File: config.mk
export PLATFORM = sky130hd
export DESIGN_NAME = coin_anim_ctrl
export DESIGN_NICKNAME = d
export VERILOG_FILES = /design/src/rtl/coin_anim_ctrl.sv
export SDC_FILE = /design/constraint.sdc
export NUM_CORES = 1
export LEC_CHECK = 0
export BUFFER_PORTS_ARGS = -buffer_cell sky130_fd_sc_hd__buf_2
export CELL_PAD_IN_SITES_DETAIL_PLACEMENT = 0
export CELL_PAD_IN_SITES_GLOBAL_PLACEMENT = 1
export CORE_UTILIZATION = 43
export DETAILED_ROUTE_END_ITERATION = 10
export GPL_ROUTABILITY_DRIVEN = 0
export PLACE_DENSITY = 0.95
export SYNTH_ARGS = -nofsm -noshare
export SYNTH_HDL_FRONTEND = slang
export SYNTH_SLANG_ARGS = --single-unit
export TNS_END_PERCENT = 50
File: constraint.sdc
create_clock -name Clk -period 13.4 [get_ports Clk]
set_clock_uncertainty 0.05 [all_clocks]
set_input_delay 0.67 -clock Clk [delete_from_list [all_inputs] [get_ports Clk]]
set_output_delay 0.67 -clock Clk [all_outputs]
set_load 0.005 [all_outputs]
File: src/rtl/coin_anim_ctrl.sv
// Coin spin/collect animation sequencer with a two-stage sprite pixel fetch.
// Stage 1 registers the shared ROM address; stage 2 registers the selected colour.
module coin_anim_ctrl #(
  parameter int unsigned NUM_FRAMES    = 4,
  parameter int unsigned FRAME_DIV     = 8,
  parameter int unsigned SPRITE_W      = 20,
  parameter int unsigned SPRITE_H      = 20,
  parameter int unsigned COLLECT_TICKS = 24,
  parameter logic [11:0] TRANSPARENT   = 12'h808
) (
  input  logic        Clk,
  input  logic        Reset_n,
  input  logic        frame_tick,
  input  logic        coin_active,
  input  logic        collect,
  input  logic [9:0]  coin_x,
  input  logic [9:0]  coin_y,
  input  logic [9:0]  DrawX,
  input  logic [9:0]  DrawY,
  input  logic [11:0] rom_color_0,
  input  logic [11:0] rom_color_1,
  input  logic [11:0] rom_color_2,
  input  logic [11:0] rom_color_3,
  output logic [8:0]  read_address,
  output logic [11:0] pixel_color,
  output logic        pixel_valid,
  output logic        coin_done
);

  localparam int unsigned DivW  = $clog2(FRAME_DIV);
  localparam int unsigned TickW = (COLLECT_TICKS > 1) ? $clog2(COLLECT_TICKS) : 1;

  localparam logic [DivW-1:0]  SpinWrap    = DivW'(FRAME_DIV - 1);
  localparam logic [DivW-1:0]  CollectWrap = DivW'(FRAME_DIV / 2 - 1);
  localparam logic [1:0]       LastFrame   = 2'(NUM_FRAMES - 1);
  localparam logic [TickW-1:0] LastTick    = TickW'(COLLECT_TICKS - 1);

  typedef enum logic [1:0] {StIdle, StSpin, StCollect, StDone} state_e;

  state_e            state_q, state_d;
  logic [1:0]        frame_q, frame_d;
  logic [DivW-1:0]   div_q, div_d;
  logic [4:0]        y_off_q, y_off_d;
  logic [TickW-1:0]  tick_cnt_q, tick_cnt_d;

  logic [8:0]        read_address_q, read_address_d;
  logic              in_box_s1_q, in_box_d;
  logic [1:0]        frame_s1_q;
  logic [11:0]       pixel_color_q, pixel_color_d;
  logic              pixel_valid_q, pixel_valid_d;
  logic              coin_done_q, coin_done_d;

  // Divider/frame advance shared by SPIN and COLLECT; only the wrap point differs.
  logic [DivW-1:0] wrap_pt;
  logic [DivW-1:0] adv_div;
  logic [1:0]      adv_frame;

  always_comb begin
    wrap_pt   = (state_q == StCollect) ? CollectWrap : SpinWrap;
    adv_div   = div_q + 1'b1;
    adv_frame = frame_q;
    if (div_q == wrap_pt) begin
      adv_div   = '0;
      adv_frame = (frame_q == LastFrame) ? 2'd0 : frame_q + 2'd1;
    end
  end

  always_comb begin
    state_d    = state_q;
    frame_d    = frame_q;
    div_d      = div_q;
    y_off_d    = y_off_q;
    tick_cnt_d = tick_cnt_q;
    if (!coin_active) begin
      state_d    = StIdle;
      frame_d    = '0;
      div_d      = '0;
      y_off_d    = '0;
      tick_cnt_d = '0;
    end else begin
      unique case (state_q)
        StIdle: begin
          state_d = StSpin;
          frame_d = '0;
          div_d   = '0;
        end
        StSpin: begin
          // A collect pulse swallows a coincident frame_tick.
          if (collect) begin
            state_d    = StCollect;
            frame_d    = '0;
            div_d      = '0;
            y_off_d    = '0;
            tick_cnt_d = '0;
          end else if (frame_tick) begin
            div_d   = adv_div;
            frame_d = adv_frame;
          end
        end
        StCollect: begin
          if (frame_tick) begin
            div_d      = adv_div;
            frame_d    = adv_frame;
            y_off_d    = y_off_q + 5'd1;
            tick_cnt_d = tick_cnt_q + 1'b1;
            if (tick_cnt_q == LastTick) begin
              state_d = StDone;
            end
          end
        end
        StDone: begin
        end
        default: state_d = StIdle;
      endcase
    end
  end

  // Stage 1: bounding box and ROM address, all arithmetic at 11 bits.
  logic [10:0] x_ext, y_ext, cx_ext, cy_ext, y_top, col, row;
  logic        off_screen, visible;
  logic [8:0]  addr_calc;

  always_comb begin
    x_ext      = {1'b0, DrawX};
    y_ext      = {1'b0, DrawY};
    cx_ext     = {1'b0, coin_x};
    cy_ext     = {1'b0, coin_y};
    y_top      = cy_ext - {6'b0, y_off_q};
    off_screen = coin_y < {5'b0, y_off_q};
    visible    = (state_q == StSpin) || (state_q == StCollect);
    in_box_d   = visible && !off_screen &&
                 (x_ext >= cx_ext) && (x_ext < cx_ext + 11'(SPRITE_W)) &&
                 (y_ext >= y_top) && (y_ext < y_top + 11'(SPRITE_H));
    col        = x_ext - cx_ext;
    row        = y_ext - y_top;
    addr_calc  = 9'(row * 11'(SPRITE_W) + col);
    read_address_d = in_box_d ? addr_calc : '0;
  end

  // Stage 2: colour chosen with the frame latched alongside the address.
  logic [11:0] sel_color;

  always_comb begin
    sel_color = rom_color_0;
    unique case (frame_s1_q)
      2'd0: sel_color = rom_color_0;
      2'd1: sel_color = rom_color_1;
      2'd2: sel_color = rom_color_2;
      2'd3: sel_color = rom_color_3;
    endcase
    pixel_valid_d = in_box_s1_q && (sel_color != TRANSPARENT);
    pixel_color_d = pixel_valid_d ? sel_color : 12'h000;
    coin_done_d   = (state_q == StDone);
  end

  always_ff @(posedge Clk or negedge Reset_n) begin
    if (!Reset_n) begin
      state_q        <= StIdle;
      frame_q        <= '0;
      div_q          <= '0;
      y_off_q        <= '0;
      tick_cnt_q     <= '0;
      read_address_q <= '0;
      in_box_s1_q    <= 1'b0;
      frame_s1_q     <= '0;
      pixel_color_q  <= '0;
      pixel_valid_q  <= 1'b0;
      coin_done_q    <= 1'b0;
    end else begin
      state_q        <= state_d;
      frame_q        <= frame_d;
      div_q          <= div_d;
      y_off_q        <= y_off_d;
      tick_cnt_q     <= tick_cnt_d;
      read_address_q <= read_address_d;
      in_box_s1_q    <= in_box_d;
      frame_s1_q     <= frame_q;
      pixel_color_q  <= pixel_color_d;
      pixel_valid_q  <= pixel_valid_d;
      coin_done_q    <= coin_done_d;
    end
  end

  assign read_address = read_address_q;
  assign pixel_color  = pixel_color_q;
  assign pixel_valid  = pixel_valid_q;
  assign coin_done    = coin_done_q;

endmodule

After elaboration in Yosys (flattened, before gate mapping)
Cells that the tools add are included.
W data, S select, Z words.
Word-level totals
  output and inout port bits: 23
  bits of input ports: 93
  register bits after elaboration: 43
  word-level logic and storage cells: 81
Cells by class
  add/subtract/negate cells: 10
  muxes and demuxes: 27
  $lt $le $gt $ge: 5
  multiply operators: 1
  reduce and logical (&&, ||, !) cells: 12
  equal/unequal tests: 15
Operators with widths (count)
  $pmux W12 S4: 1
  $mux W5: 5
  $lt A10 B11 Y1: 2
  $pmux W5 S2: 2
  $mux W2: 9
  $mux W3: 5
  $mux W12: 1
  $ne A12 B12 Y1 const B: 1
  $pmux W2 S3: 2
  $add A10 B5 Y11 const B: 1
  $add A11 B5 Y11 const B: 1
  $ge A10 B11 Y1: 1
  $mul A11 B3 Y7 const B: 1
  $sub A10 B11 Y11: 1
  $sub A10 B5 Y11: 1
  $add A5 B1 Y5 const B: 2
  $eq A2 B2 Y1 const B: 5
  $ge A10 B10 Y1: 1
  $lt A10 B5 Y1: 1
  $add A9 B9 Y9: 1
  $mux W9: 1
  $pmux W3 S3: 1
  $sub A9 B9 Y9: 1
  $logic_and A1 B1 Y1: 6
  14 further kinds: 17

Depth between registers and ports, before layout
Gate-level depths: netlist (run 1).
  word-level depth: 8
  gate-level depth with buffers: 24
  depth with buffers taken out: 24

Worst setup path before layout (run 1)
No wires, ideal clock.
  path kind: input port to flip-flop
  from: in coin_y[0]
  to: reg read_address_q[8], in the netlist read_address[8]
  data arrival time: 5099 ps
  data required time: 13211 ps
  cell stages on the path: 24
  library setup time: 139 ps
  path slack: 8112 ps
  buffers on the path: 0
  cell sequence: inv_1 ha_1 inv_1 fa_1 xnor2_1 inv_1 ha_1 inv_1 a222oi_1 nand3_1 o22ai_1 a31oi_1 xor2_1 ha_1 ha_1 xor2_1 fa_1 xnor2_1 xnor2_1 xnor2_1 xnor2_1 xnor2_1 xnor2_1 nor3_1
On the way
  longest elaborated chain between the ends: 8
  elaborated cells between the ends (all ways): 15
  classes of those cells: add/sub: 4; mul: 1; order compare: 3; mux: 1; reduce/logical: 6
RTL lines
  start, declared: line 17  | input logic [9:0] coin_y,
  parallel branches: the longest is 7 deep, another holds $sub A10 B5 Y11
  $mux W9 (*): line 137  | read_address_d = in_box_d ? addr_calc : '0;
  via read_address_d[8]: line 46  | logic [8:0] read_address_q, read_address_d;
  end signal, assigned: line 175  | read_address_q <= read_address_d;
  end, declared: line 46
Mark *: on every way through the listed nets, which the timed path passes.
A chain may end at the register's enable or synchronous reset.

Final worst setup path (run 1)
Ends and elaborated chain as after synthesis.

==> metrics list, run 1 <==
- Outcome: completed
- Ys async rst share: 100%
* Number of warning messages in the yosys log: 0
- Number of enable-type register cells in the synthesized netlist: 0
* Number of optimization iterations in the first detailed-route pass: 4
- GRT Overall Usage: 19.2%
* Unrepaired setup endpoints after global routing: no
- Synthesized-area fraction occupied by xor and xnor cells: 8.01%
- TritonCTS built the clock tree.
- Synthesis produced 449 cells.
- Buffers inserted during clock tree synthesis total 5.
* Crit path time final: 5.53 ns
* Number of antenna violations at the first check in global routing: 0
* Length of routed met3 wiring: 492 um
- Detailed Route WL: 9.71 mm
- Drt wl/cell: 14.0 um
- Entering global routing, the biggest net connects 44 pins.
* Syn avg cell area: 9.42 um2
* Global-route wire length before repair: 15.8 mm
* Clock slew at reported path FFs: 0.08 ns
- DRC errors left: 0
* Max-slew violation count: 0
- Clk Latency, worst-skew pair: 0.29 ns
- The cell area that synthesis handed to floorplanning was 4230 um2.
* Startpoint class of the critical path: input pin
- Measured along the x axis, the die boundary spans 101 um.
- Tcrit/Tclk final: 41.3%
* Setup_tns: 0 ns
- Critical path endpoint category: flop
- Once the floorplan was initialized, standard cells occupied 45.2% of the core.
- Achievable clock frequency: 0.181 GHz
* Cell mode on critical path: sky130_fd_sc_hd__xnor2_1
- Across all register-to-register paths, the minimum setup slack is 7.95 ns.
- Met2 WL post-DR: 4.87 mm
- Summing the areas of all and, or, nand and nor instances in the mapped netlist gives 15.4% of the synthesized area.
- Detailed placement finished with a half-perimeter wire length of 8.18 mm.
* Count of cells along the worst hold path: 0
- Worst rel slew slack: 37.5%
* Hold violation total from the final report: 0
- Endpoint arrival time on the critical path: 5.64 ns
- For this run, the share of the core covered by cells in the final layout is 53.9%.
- The worst register-to-register path begins at y_off_q[0]$_DFFE_PN0P_.
- Part of the power in the clock network: 15.5%
- Summing over every cut layer, the via total after detailed routing is 3677.
- The floorplan step defined a die boundary enclosing 10200 um2.
* Via-to-Cell Ratio: 5.31
- The initialized floorplan defines 35 standard-cell rows.
* HP Class: flop to flop
- For this design the ratio of total power to cell area is 131 nW/um2.
- Sw Ratio: 41.0%
- Number of top-level pins: 116
- In this run the tool buffered the top-level ports with 115 buffer cells.
- Top layer used by detailed routing: met4
- Number of fill cells in the layout: 879
- After synthesis, the largest family of logic cells by area is adder cells.
- Of the total power, combinational logic draws 62.6%.
- Sequential-to-total area share from yosys stat: 25.4%
- Registers are responsible for 21.9% of the overall power.
* Share of synthesized area spent on multiplexers: 7.33%
- Counting along the longest clock path gives a buffer depth of 2.
* Maximum cell stage delay along the critical path: 0.48 ns
- Crit-path max FO: 4
- Summed over all cells, the static leakage comes to 2.55 nW.
- Design internal power: 0.390 mW
- Of the cells placed in the final design, the portion with a size suffix greater than 1 is 25.8%.
* Total of max-cap violations: 0
- Peak VDD IR: 0.0000724 V
- Summed over all nets, the switching power comes to 0.271 mW.
- For this design, the CTS-stage hold fixing added 0 buffers.
- Number of nets in the layout: 729
* Post-synthesis adder-cell area fraction: 24.1%
- The number of setup buffers added after CTS is 0.
- Number of synthesized register bits: 43
- Worst path slowest cell: sky130_fd_sc_hd__a222oi_1
* Number of global-route vias before repair: 3697
- The worst hold path terminates at frame_s1_q[1]$_DFF_PN0_.
* Post-synthesis net count: 616
- The worst register-to-register path ends at read_address[8]$_DFF_PN0_.
* Area growth from synthesis to layout: 19.3%
- In this run the vertical extent of the chip is 101 um.
* Clock root buffer: sky130_fd_sc_hd__clkbuf_8
- The worst hold path begins at frame_q[1]$_DFFE_PN0P_.
* Critical Setup Path Class: input pin to flop
- Final-report setup violation count: 0
* Wire length the detailed router placed on met1: 4.25 mm
- Std-Cell Core Area: 9370 um2
- In this run the remaining antenna-violating nets after routing total 0.
- The H-tree was split into 2 levels.
* Count of cell types in the netlist: 52
* Worst path required time: 13.51 ns
- Initial DRC count: 76
- Most frequently used flop master after synthesis: sky130_fd_sc_hd__dfrtp_1
- Sink count of the clock tree: 43
- Path depth of the worst reg2reg path: 23
- For the pin with the worst max-slew slack, the measured transition is 0.938 ns.
* Sum of overflow across all layers after global routing: 0
- Once the clock tree was built, the resizer swapped 0 gates to a different size.
- Number of inserted diodes: 0
* Area fraction in compound gates after synthesis: 15.2%
[stage by stage]
| step | worst slack [ns] | std cells | hold slack, ns | power, mW | area [um2] |
|---|---|---|---|---|---|
| after floorplan | 8.11 | 449 | 0.324 | 0.464 | 4230 |
| after CTS | 7.84 | 692 | 0.373 | 0.666 | 5050 |
| after global routing | 7.42 | 692 | 0.391 | 0.721 | 5050 |
| after global placement | 7.73 | 684 | 0.337 | 0.539 | 4930 |
| final | 7.87 | 692 | 0.368 | 0.662 | 5050 |
| after detailed placement | 7.55 | 684 | 0.355 | 0.559 | 4930 |
[per-layer routing]
layer,up-vias,GRT usage (%)
li1,1835,-
met1,1712,22.9
met2,120,36.7
met3,10,2.42
met4,0,3.90
met5,-,0
[sequential cells by signal, indices dropped and copies added (netlist names)]
register	count
state_q	2
read_address	9
frame_q	2
div_q	3
y_off_q	5
coin_done	1
in_box_s1_q	1
pixel_valid	1
frame_s1_q	2
pixel_color	12
tick_cnt_q	5
[area by class of cell]
class	instances	area, um2	area share, %
multi-input combinational	355	2960	58.6
sequential	43	1080	21.3
timing repair buffer	115	576	11.4
tap	129	161	3.20
inverter	42	158	3.12
clock buffer	6	82.6	1.64
clock inverter	2	35.0	0.694
[cells in the final DEF (no fill, tap or decap), drive strengths merged, types with 3 or more instances in the layout]
cell / n
a211oi: 3
a21o: 11
a21oi: 25
a31oi: 6
and2: 13
buf: 115
clkbuf: 6
dfrtp: 43
fa: 11
ha: 63
inv: 42
mux2i: 4
mux4: 12
nand2: 27
nand2b: 6
nand3: 14
nor2: 17
nor2b: 7
nor3: 24
nor4: 5
o2111ai: 3
o21a: 9
o21ai: 27
or2: 3
or3: 4
xnor2: 21
xor2: 15
[Yosys cell counts, types with 2 or more instances]
master	number	share of area (%)
sky130_fd_sc_hd__nor2b_1	7	1.0
sky130_fd_sc_hd__buf_2	2	0.24
sky130_fd_sc_hd__mux4_2	12	6.4
sky130_fd_sc_hd__xnor2_1	21	4.3
sky130_fd_sc_hd__nand3_1	14	1.7
sky130_fd_sc_hd__xor2_1	15	3.1
sky130_fd_sc_hd__o211ai_1	2	0.35
sky130_fd_sc_hd__a21oi_1	25	3.0
sky130_fd_sc_hd__nor3_1	24	2.8
sky130_fd_sc_hd__nand2_1	27	2.4
sky130_fd_sc_hd__dfrtp_1	43	25
sky130_fd_sc_hd__or3_1	4	0.59
sky130_fd_sc_hd__a211oi_1	3	0.53
sky130_fd_sc_hd__fa_1	11	5.2
sky130_fd_sc_hd__nor2_1	17	1.5
sky130_fd_sc_hd__nor4_1	4	0.59
sky130_fd_sc_hd__a31oi_1	6	0.89
sky130_fd_sc_hd__nand2b_1	6	0.89
sky130_fd_sc_hd__nand4_1	2	0.30
sky130_fd_sc_hd__mux2i_1	4	0.95
sky130_fd_sc_hd__o31ai_1	2	0.35
sky130_fd_sc_hd__or2_2	3	0.44
sky130_fd_sc_hd__o21a_1	9	1.6
sky130_fd_sc_hd__inv_1	42	3.7
sky130_fd_sc_hd__a21o_1	8	1.4
sky130_fd_sc_hd__o2111ai_1	3	0.62
sky130_fd_sc_hd__clkbuf_1	5	0.44
sky130_fd_sc_hd__o21ai_0	27	3.2
sky130_fd_sc_hd__and2_1	13	1.9
sky130_fd_sc_hd__ha_1	63	19
sky130_fd_sc_hd__nand3b_1	2	0.35
sky130_fd_sc_hd__a21o_2	3	0.62
[worst max-delay path by stage]
| stage | from | endpoint | slack (ns) | cells past startpoint |
|---|---|---|---|---|
| after floorplan | coin_y[0] | read_address[8]$_DFF_PN0_ | 8.11 | 24 |
| after global placement | coin_y[0] | read_address[8]$_DFF_PN0_ | 7.73 | 25 |
| after detailed placement | coin_y[0] | read_address[8]$_DFF_PN0_ | 7.55 | 25 |
| after CTS | coin_y[0] | read_address[8]$_DFF_PN0_ | 7.84 | 25 |
| after global routing | coin_y[0] | read_address[8]$_DFF_PN0_ | 7.42 | 25 |
| final | coin_y[0] | read_address[8]$_DFF_PN0_ | 7.87 | 25 |
[power by group through the flow]
stage          sequential, mW  combinational [mW]  clock (mW)
2_1_floorplan           0.147               0.317           0
3_3_place_gp            0.147               0.391           0
3_5_place_dp            0.148               0.411           0
4_1_cts                 0.145               0.416       0.106
5_1_grt                 0.146               0.463       0.112
6_report                0.145               0.414       0.102
[logic make-up (layout without fill, tap and decap cells)]
kind of cell             Yosys count  count (layout)
AND/OR/NAND/NOR                  127             127
buffers and inverters             51             165
flip-flops                        43              43
AO/OA/AOI/OAI                    100             100
XOR/XNOR                          37              37
adder cells (fa/ha/maj)           75              75
multiplexers                      16              16
[critical path, delay by kind of cell]
kind,cells,cell delay [ns]
buffers and inverters,5,0.39
XOR/XNOR,9,1.67
AO/OA/AOI/OAI,3,0.77
AND/OR/NAND/NOR,2,0.20
adder cells (fa/ha/maj),6,1.95
No activity file was read; power rests on OpenSTA's default activity.
==> run 2: changes to the inputs <==
--- a/config.mk
+++ b/config.mk
@@ -5,13 +5,14 @@
 export SDC_FILE = /design/constraint.sdc
 export NUM_CORES = 1
 export LEC_CHECK = 0
+export ABC_AREA = 1
 export BUFFER_PORTS_ARGS = -buffer_cell sky130_fd_sc_hd__buf_2
 export CELL_PAD_IN_SITES_DETAIL_PLACEMENT = 0
 export CELL_PAD_IN_SITES_GLOBAL_PLACEMENT = 1
-export CORE_UTILIZATION = 43
+export CORE_UTILIZATION = 35
 export DETAILED_ROUTE_END_ITERATION = 10
 export GPL_ROUTABILITY_DRIVEN = 0
-export PLACE_DENSITY = 0.95
+export PLACE_DENSITY = 0.88
 export SYNTH_ARGS = -nofsm -noshare
 export SYNTH_HDL_FRONTEND = slang
 export SYNTH_SLANG_ARGS = --single-unit
==> constraint.sdc (replaced) <==
create_clock -name Clk -period 4.91 [get_ports Clk]
set_clock_uncertainty 0.05 [all_clocks]
set_input_delay 0.2455 -clock Clk [delete_from_list [all_inputs] [get_ports Clk]]
set_output_delay 0.2455 -clock Clk [all_outputs]
set_load 0.005 [all_outputs]
==> metrics list, run 2 <==
- The clock-pin transition on the worst setup and hold timing paths came to 0.06 ns (-0.02 ns).
* Gate Count Post-Synth: 586 (+31%)
- Std-Cell Rows: 40 (+14%)
* Clk Latency, worst-skew pair: 0.29 ns (about the same)
* DRC errors left: 0 (unchanged)
- The arrival time reported for the critical path endpoint came to 4.91 ns (-0.73 ns).
- Total of max-cap violations: 0 (unchanged)
- Crit path time final: 4.79 ns
* Post-synthesis net count: 753 (+22%)
* Flip-flop count of the largest register, all copies and words added: 12 (unchanged)
* Worst rel slew slack: 36.6% (-0.81 points)
* Fraction of final layout cells with drive strength greater than 1: 25.1% (-0.65 points)
* Number of global-route vias before repair: 4112 (+11%)
* Number of optimization iterations in the first detailed-route pass: 4 (unchanged)
- The post-synthesis register bit count came to 43 (unchanged).
- Initial DRC count: 150 (+97%)
- The library cell used most frequently in the layout, excluding fill and tap cells, is sky130_fd_sc_hd__buf_2.
- Outcome: completed
- The mean instance size in the synthesized netlist came to 7.40 um2 (-22%).
* Unrepaired setup endpoints after global routing: yes
* Total vias in the final route: 4198 (+14%)
* Drt wl/cell: 11.8 um (-16%)
* Start point of the critical path: y_off_q[0]$_DFFE_PN0P_
- Based on the critical path, the design can be clocked at up to 0.209 GHz.
- The share of the synthesized area in the top cell type is 24.8% (-0.60 points).
- PwrDens: 605 nW/um2 (+360%)
- Ranked by total cell area, the synthesized netlist is headed by sky130_fd_sc_hd__dfrtp_1, sky130_fd_sc_hd__ha_1, sky130_fd_sc_hd__nand2_1, sky130_fd_sc_hd__inv_1, sky130_fd_sc_hd__nor2_1.
- Worst path required time: 5.03 ns (-8.48 ns)
- Crit-path max FO: 4 (unchanged)
* Number of enable-type register cells in the synthesized netlist: 0 (unchanged)
- Peak VDD IR: 0.000547 V (+660%)
* Area growth from synthesis to layout: 27.5%
- Largest net degree at the start of global routing: 44 (unchanged)
* Critical path endpoint category: flop
* Tcrit/Tclk final: 97.6%
* Clock tree from TritonCTS: yes
- The number of max-slew violations in the final report came to 0 (unchanged).
- The reported net switching power came to 1.52 mW (+460%).
- Number of port buffers: 115 (unchanged)
* Final-report setup violation count: 0 (unchanged)
* GRT Overall Usage: 16.3% (-2.9 points)
- The sequential-to-total area share from yosys stat is 24.8% (-0.60 points).
- The y dimension of the die came to 113 um (+12%).
- Transition time at the pin with the least slew margin: 0.950 ns (+0.0122 ns)
- Most instantiated library cell after synthesis: sky130_fd_sc_hd__nand2_1
* Hold violation total from the final report: 0 (unchanged)
* Effective utilization at floorplan: 35.9% (-9.2 points)
- Final-layout worst hold slack: 0.0525 ns (-0.316 ns)
- Number of warning messages in the yosys log: 0 (unchanged)
- Critical Setup Path Class: flop to flop
- Synth Cell Area: 4330 um2 (+2.4%)
- Num CTS Buffers: 5 (unchanged)
* Most frequently used flop master after synthesis: sky130_fd_sc_hd__dfrtp_1
- The maximum root-to-sink buffer count came to 2 (unchanged).
- CTS H-Tree Depth: 2 (unchanged)
- Detailed Route WL: 10.5 mm (+8.2%)
* Std-Cell Core Area: 12100 um2 (+29%)
* Number of inserted diodes: 0 (unchanged)
- The worst hold path belongs to the class input pin to asynchronous set/reset pin.
* Part of the power in the clock network: 11.5% (-4.0 points)
* Share of the core filled with cells in the final layout: 45.8% (-8.1 points)
- Detailed-placement wirelength estimate: 8.72 mm (+6.6%)
* Post-cts hold buffer count: 0 (unchanged)
- Leading cell types by count after synthesis: sky130_fd_sc_hd__nand2_1, sky130_fd_sc_hd__inv_1, sky130_fd_sc_hd__ha_1
* Ys async rst share: 100% (unchanged)
- The largest total area in the synthesized netlist belongs to sky130_fd_sc_hd__dfrtp_1.
* Number of fill cells in the layout: 1214 (+38%)
- Commonest cells after routing, fill and taps aside: sky130_fd_sc_hd__buf_2, sky130_fd_sc_hd__nand2_1, sky130_fd_sc_hd__inv_1
- The wire length of the first global-routing pass came to 17.3 mm (+9.0%).
- The number of clock sinks seen by CTS is 43 (unchanged).
* Launching point of the worst reg2reg path: y_off_q[0]$_DFFE_PN0P_
- The count of nets after finishing was 887 (+22%).
- The distinct cell type count of the synthesized netlist is 39 (-25%).
- The number of antenna violations at the first check in global routing came to 0 (unchanged).
- Clock root buffer: sky130_fd_sc_hd__clkbuf_16
- The width of the chip was 113 um (+12%).
- The cell leakage power was 3.09 nW (+21%).
* Combinational cell fraction of total power: 75.6% (+13 points)
- Via-to-Cell Ratio: 4.72 (-11%)
* Relative contribution of sequential cells to total power: 12.9% (-9.0 points)
- The number of top-level pins was 116 (unchanged).
- The aggregate global routing overflow came to 0 (unchanged).
* Startpoint class of the critical path: flop
- The die outline area was 12800 um2 (+25%).
- Design internal power: 1.83 mW (+370%)
* DRT antenna net count: 0 (unchanged)
- Sw Ratio: 45.4% (+4.4 points)
run 2: critical path, stage by stage (launching register included):
cell and delay, ns:
sky130_fd_sc_hd__dfrtp_1 0.35, sky130_fd_sc_hd__ha_2 0.18, sky130_fd_sc_hd__inv_2 0.05, sky130_fd_sc_hd__fa_2 0.41
sky130_fd_sc_hd__xnor2_2 0.20, sky130_fd_sc_hd__inv_2 0.09, sky130_fd_sc_hd__ha_1 0.31, sky130_fd_sc_hd__inv_2 0.05
sky130_fd_sc_hd__nand2_2 0.07, sky130_fd_sc_hd__nand3_4 0.09, sky130_fd_sc_hd__xnor2_2 0.16, sky130_fd_sc_hd__ha_1 0.31
sky130_fd_sc_hd__ha_2 0.20, sky130_fd_sc_hd__fa_2 0.35, sky130_fd_sc_hd__xor2_2 0.15, sky130_fd_sc_hd__fa_1 0.49
sky130_fd_sc_hd__ha_4 0.31, sky130_fd_sc_hd__nand4_1 0.12, sky130_fd_sc_hd__o221ai_2 0.20, sky130_fd_sc_hd__xor2_1 0.21
sky130_fd_sc_hd__nand3_1 0.12, sky130_fd_sc_hd__nand2_1 0.07, sky130_fd_sc_hd__nand2_1 0.05, sky130_fd_sc_hd__nand2_1 0.05
sky130_fd_sc_hd__nor2_1 0.03
run 2: final cells by class:
type                    instances  area (um2)  area share [%]
clock inverters                 2        35.0           0.634
inverters                     108         405            7.34
flip-flops and latches         43        1080            19.5
repair buffers                129         681            12.3
multi-input cells             433        2980            53.9
clock buffers                   6         139            2.51
well taps                     168         210            3.81
run 2: worst paths after layout:
kind                       slack, ns                        end  depth (start not counted)
max                             0.12  read_address[8]$_DFF_PN0_                         24
min                             0.05     y_off_q[4]$_DFFE_PN0P_                          1
max reg2reg                     0.12  read_address[8]$_DFF_PN0_                         24
min reg2reg                     0.36    frame_s1_q[1]$_DFF_PN0_                          0
max in group asynchronous       4.15   pixel_color[6]$_DFF_PN0_                          1
min in group Clk                0.21   pixel_color[5]$_DFF_PN0_                          3
run 2: through the flow:
stage               cells  power [mW]  cell area, um2  TNS [ns]  worst slack [ns]
global route          889        3.73            5520    -0.192            -0.192
detailed placement    877        2.56            5180    -0.268            -0.268
floorplan             586        2.01            4330         0            0.0263
CTS                   886        3.09            5390         0          0.000793
global placement      877        2.50            5180    -0.129            -0.129
finish                889        3.34            5520         0             0.118
run 2: cell families after synthesis:
logic type      count (synthesis)  share of synthesized area [%]
flops                          43                           24.8
buf+inv                       110                           9.79
compound gates                 87                           12.0
simple gates                  247                           25.1
xor+xnor                       25                           5.05
fa+ha+maj                      74                           23.3
run 2: power groups by stage:
| stage | Sequential [mW] | Combinational [mW] | Clock, mW |
|---|---|---|---|
| floorplan | 0.439 | 1.58 | 0 |
| detailed placement | 0.439 | 2.12 | 0 |
| global route | 0.437 | 2.89 | 0.411 |
| finish | 0.431 | 2.53 | 0.384 |
| global placement | 0.436 | 2.06 | 0 |
| CTS | 0.432 | 2.27 | 0.397 |
run 2: timing repair:
| action | 4_1_cts | 5_1_grt |
|---|---|---|
| endpoints found under the setup margin | 1 | 1 |
| gates resized for setup | 4 | 21 |
| pin swaps | 6 | 16 |
| cloned | 0 | 0 |
| buffers inserted | 1 | 3 |
run 2: per-layer routing:
| layer | vias to the layer above | global-route usage (%) | routed length [um] |
|---|---|---|---|
| met5 | - | 0 | 0 |
| met4 | 0 | 5.44 | 185 |
| met3 | 14 | 1.55 | 407 |
| met2 | 115 | 30.8 | 5230 |
| met1 | 1903 | 19.1 | 4690 |
| li1 | 2166 | - | - |
==> run 3: changes to the inputs <==
--- a/config.mk
+++ b/config.mk
@@ -5,14 +5,13 @@
 export SDC_FILE = /design/constraint.sdc
 export NUM_CORES = 1
 export LEC_CHECK = 0
-export ABC_AREA = 1
 export BUFFER_PORTS_ARGS = -buffer_cell sky130_fd_sc_hd__buf_2
 export CELL_PAD_IN_SITES_DETAIL_PLACEMENT = 0
 export CELL_PAD_IN_SITES_GLOBAL_PLACEMENT = 1
-export CORE_UTILIZATION = 35
+export CORE_UTILIZATION = 36
 export DETAILED_ROUTE_END_ITERATION = 10
 export GPL_ROUTABILITY_DRIVEN = 0
-export PLACE_DENSITY = 0.88
+export PLACE_DENSITY = 0.85
 export SYNTH_ARGS = -nofsm -noshare
 export SYNTH_HDL_FRONTEND = slang
 export SYNTH_SLANG_ARGS = --single-unit
==> metrics list, run 3 (synthesis gave the netlist of run 1 again) <==
* Detailed Route WL: 10.4 mm (-0.86%)
* Unrepaired setup endpoints after global routing: yes
- Number of nets in the layout: 741 (-16%)
- The share of post-route cells with drive strength above 1 came to 30.6% (+5.5 points).
- The library cell used most frequently in the layout, excluding fill and tap cells, is sky130_fd_sc_hd__buf_2.
- The number of DRC markers in iteration 0 is 113 (-25%).
- The worst path required time came to 5.01 ns (-0.02 ns).
* Pleak: 2.64 nW (-15%)
* Max-slew violation count: 0 (unchanged)
- The signal on the critical path passes through ha_2 -> inv_2 -> fa_2 -> xnor2_2 -> inv_2 -> ha_4 -> inv_2 -> a222oi_1 -> buf_4 -> nand3_2 -> o22ai_2 -> a31oi_1 -> xor2_1 -> ha_1 -> ha_4 -> xor2_2 -> fa_2 -> ha_4 -> a31oi_2 -> xnor2_1 -> xnor2_1 -> nor3_1.
- Detailed-placement wirelength estimate: 8.69 mm (-0.31%)
- Sink count of the clock tree: 43 (unchanged)
* Clock slew at reported path FFs: 0.06 ns (about the same)
- Crit path time final: 4.77 ns (-0.0239 ns)
* Total vias in the final route: 3764 (-10%)
- Std-Cell Rows: 39 (-2.5%)
- Achievable clock frequency: 0.210 GHz (+0.50%)
- Post-layout total power: 2.05 mW (-39%)
* Flip-flop count of the largest register, all copies and words added: 12 (unchanged)
- The antenna diode instance count came to 0 (unchanged).
* Number of top-level pins: 116 (unchanged)
- The number of antenna violations at the first check in global routing came to 0 (unchanged).
- Launching point of the worst reg2reg path: y_off_q[0]$_DFFE_PN0P_
- The count of placed standard cells including taps is 704 (-20%).
- The tightest slew margin relative to the limit is 37.4% (+0.74 points).
* Outcome: completed
* Final Non-Filler Cells: 718 (-19%)
- Drt wl/cell: 14.5 um (+23%)
- The maximum level of the CTS H-tree is 2 (unchanged).
* Share of the core filled with cells in the final layout: 46.6% (+0.76 points)
- The final worst-path cycle share is 97.1% (-0.49 points).
- The aggregate global routing overflow is 0 (unchanged).
- Startpoint class of the critical path: flop
- The clock buffer count from CTS came to 5 (unchanged).
- The number of optimization iterations in the first detailed-route pass came to 4 (unchanged).
- The width of the chip was 110 um (-2.5%).
- Largest net degree at the start of global routing: 44 (unchanged)
- The die outline area is 12200 um2 (-5.0%).
* Final-layout worst hold slack: 0.0540 ns (+0.00146 ns)
- Via-to-Cell Ratio: 5.24 (+11%)
- The via count of the first global-routing pass is 3841 (-6.6%).
- The maximum vdd ir drop was 0.000227 V (-59%).
- Total of max-cap violations: 0 (unchanged)
- Transition time at the pin with the least slew margin: 0.939 ns (-0.0111 ns)
* Std-Cell Core Area: 11400 um2 (-5.3%)
- The arrival time reported for the critical path endpoint came to 4.86 ns (-0.05 ns).
- Clock tree from TritonCTS: yes
* Crit-path max FO: 3 (-1)
* Maximum cell stage delay along the critical path: 0.55 ns (+0.06 ns)
- STA classifies the critical path endpoint as a flop.
- The tightest min-delay check is of the input pin to asynchronous set/reset pin type.
* Hold violation total from the final report: 0 (unchanged)
- The cell sitting at the root of the clock tree is a sky130_fd_sc_hd__clkbuf_16.
- Maximum buffer depth of the clock tree: 2 (unchanged)
- In the layout the commonest cells are sky130_fd_sc_hd__buf_2, sky130_fd_sc_hd__ha_1, sky130_fd_sc_hd__dfrtp_1.
- PwrDens: 385 nW/um2 (-36%)
- Area growth from synthesis to layout: 25.6%
- The number of nets with antenna violations after routing was 0 (unchanged).
- The y dimension of the die was 110 um (-2.5%).
- Critical Setup Path Class: flop to flop
* Reg2Reg Setup Slack: 0.14 ns (+0.02 ns)
- Capture point of the worst reg-to-reg path: read_address[8]$_DFF_PN0_
* Number of port buffers: 115 (unchanged)
- The depth of the worst register-to-register path is 22 (-8.3%).
- GRT Overall Usage: 17.4% (+1.1 points)
* DRC errors left: 0 (unchanged)
- Worst path slowest cell: sky130_fd_sc_hd__fa_2
- The initial standard-cell utilization of the core came to 37.1% (+1.1 points).
- Global-route wire length before repair: 17.7 mm (+2.5%)
- The later-pin clock latency in the skew report was 0.28 ns (about the same).
- Final-report setup violation count: 0 (unchanged)
[run 3: changes by cell type in the layout (fill, tap and decap cells not counted), sizes merged, moves of 6 or more]
cell / before / now
nand2: 113 / 27
inv: 108 / 42
nor2: 67 / 17
nand3: 37 / 14
xnor2: 6 / 21
and2: 0 / 13
mux4: 0 / 12
nor3: 15 / 24
a21oi: 33 / 25
nor2b: 0 / 7
nand2b: 0 / 6
nand4: 8 / 2
[run 3: cell type report]
type / instances / area [um2]
timing repair buffer: 127 / 666
sequential: 43 / 1080
fill: 1112 / 6100
inverter: 42 / 158
multi-input combinational: 355 / 3100
clock inverter: 2 / 12.5
tap: 143 / 179
clock buffer: 6 / 129
[run 3: metrics by stage]
step	setup TNS (ns)	setup WS, ns	cell area [um2]
2_1_floorplan	0	0.0657	4240
3_3_place_gp	0	0.0517	5000
3_5_place_dp	-0.106	-0.106	5000
4_1_cts	0	0.00291	5260
5_1_grt	-0.107	-0.107	5320
6_report	0	0.142	5320
[run 3: metal layers]
metal  vias up  part of all wire (%)  global-route usage, %
met4         0                   2.0                   6.31
met2       138                    50                   31.0
met1      1759                    43                   20.7
li1       1850                     -                      -
met5         -                     0                      0
met3        17                   5.9                   3.24
[run 3: worst max-delay path by stage]
stage	end	depth (start not counted)	startpoint	slack (ns)
after floorplan	read_address[8]$_DFF_PN0_	23	y_off_q[0]$_DFFE_PN0P_	0.07
after global placement	read_address[8]$_DFF_PN0_	26	coin_y[0]	0.05
after detailed placement	read_address[8]$_DFF_PN0_	23	coin_y[0]	-0.11
after CTS	read_address[8]$_DFF_PN0_	24	y_off_q[0]$_DFFE_PN0P_	0.003
after global routing	read_address[8]$_DFF_PN0_	24	y_off_q[0]$_DFFE_PN0P_	-0.11
final	read_address[8]$_DFF_PN0_	22	y_off_q[0]$_DFFE_PN0P_	0.14
[run 3: repair_timing]
action	CTS	global route
hold buffers	0	0
hold endpoints to repair	0	0
buffers inserted	4	2
pin swaps	18	17
gates resized for setup	15	7
endpoints found under the setup margin	1	2
[run 3: where the power goes]
group	internal [mW]	switching, mW	total, mW
logic	0.656	0.678	1.33
registers	0.380	0.0158	0.396
clock network	0.187	0.129	0.317
total	1.22	0.823	2.05
[run 3: critical path, delay by kind of cell (launching register included)]
family          cells  cell delay (ns)
flops               1             0.36
fa+ha+maj           7             2.15
xor+xnor            5             0.78
compound gates      4             0.78
simple gates        2             0.14
buf+inv             4             0.37
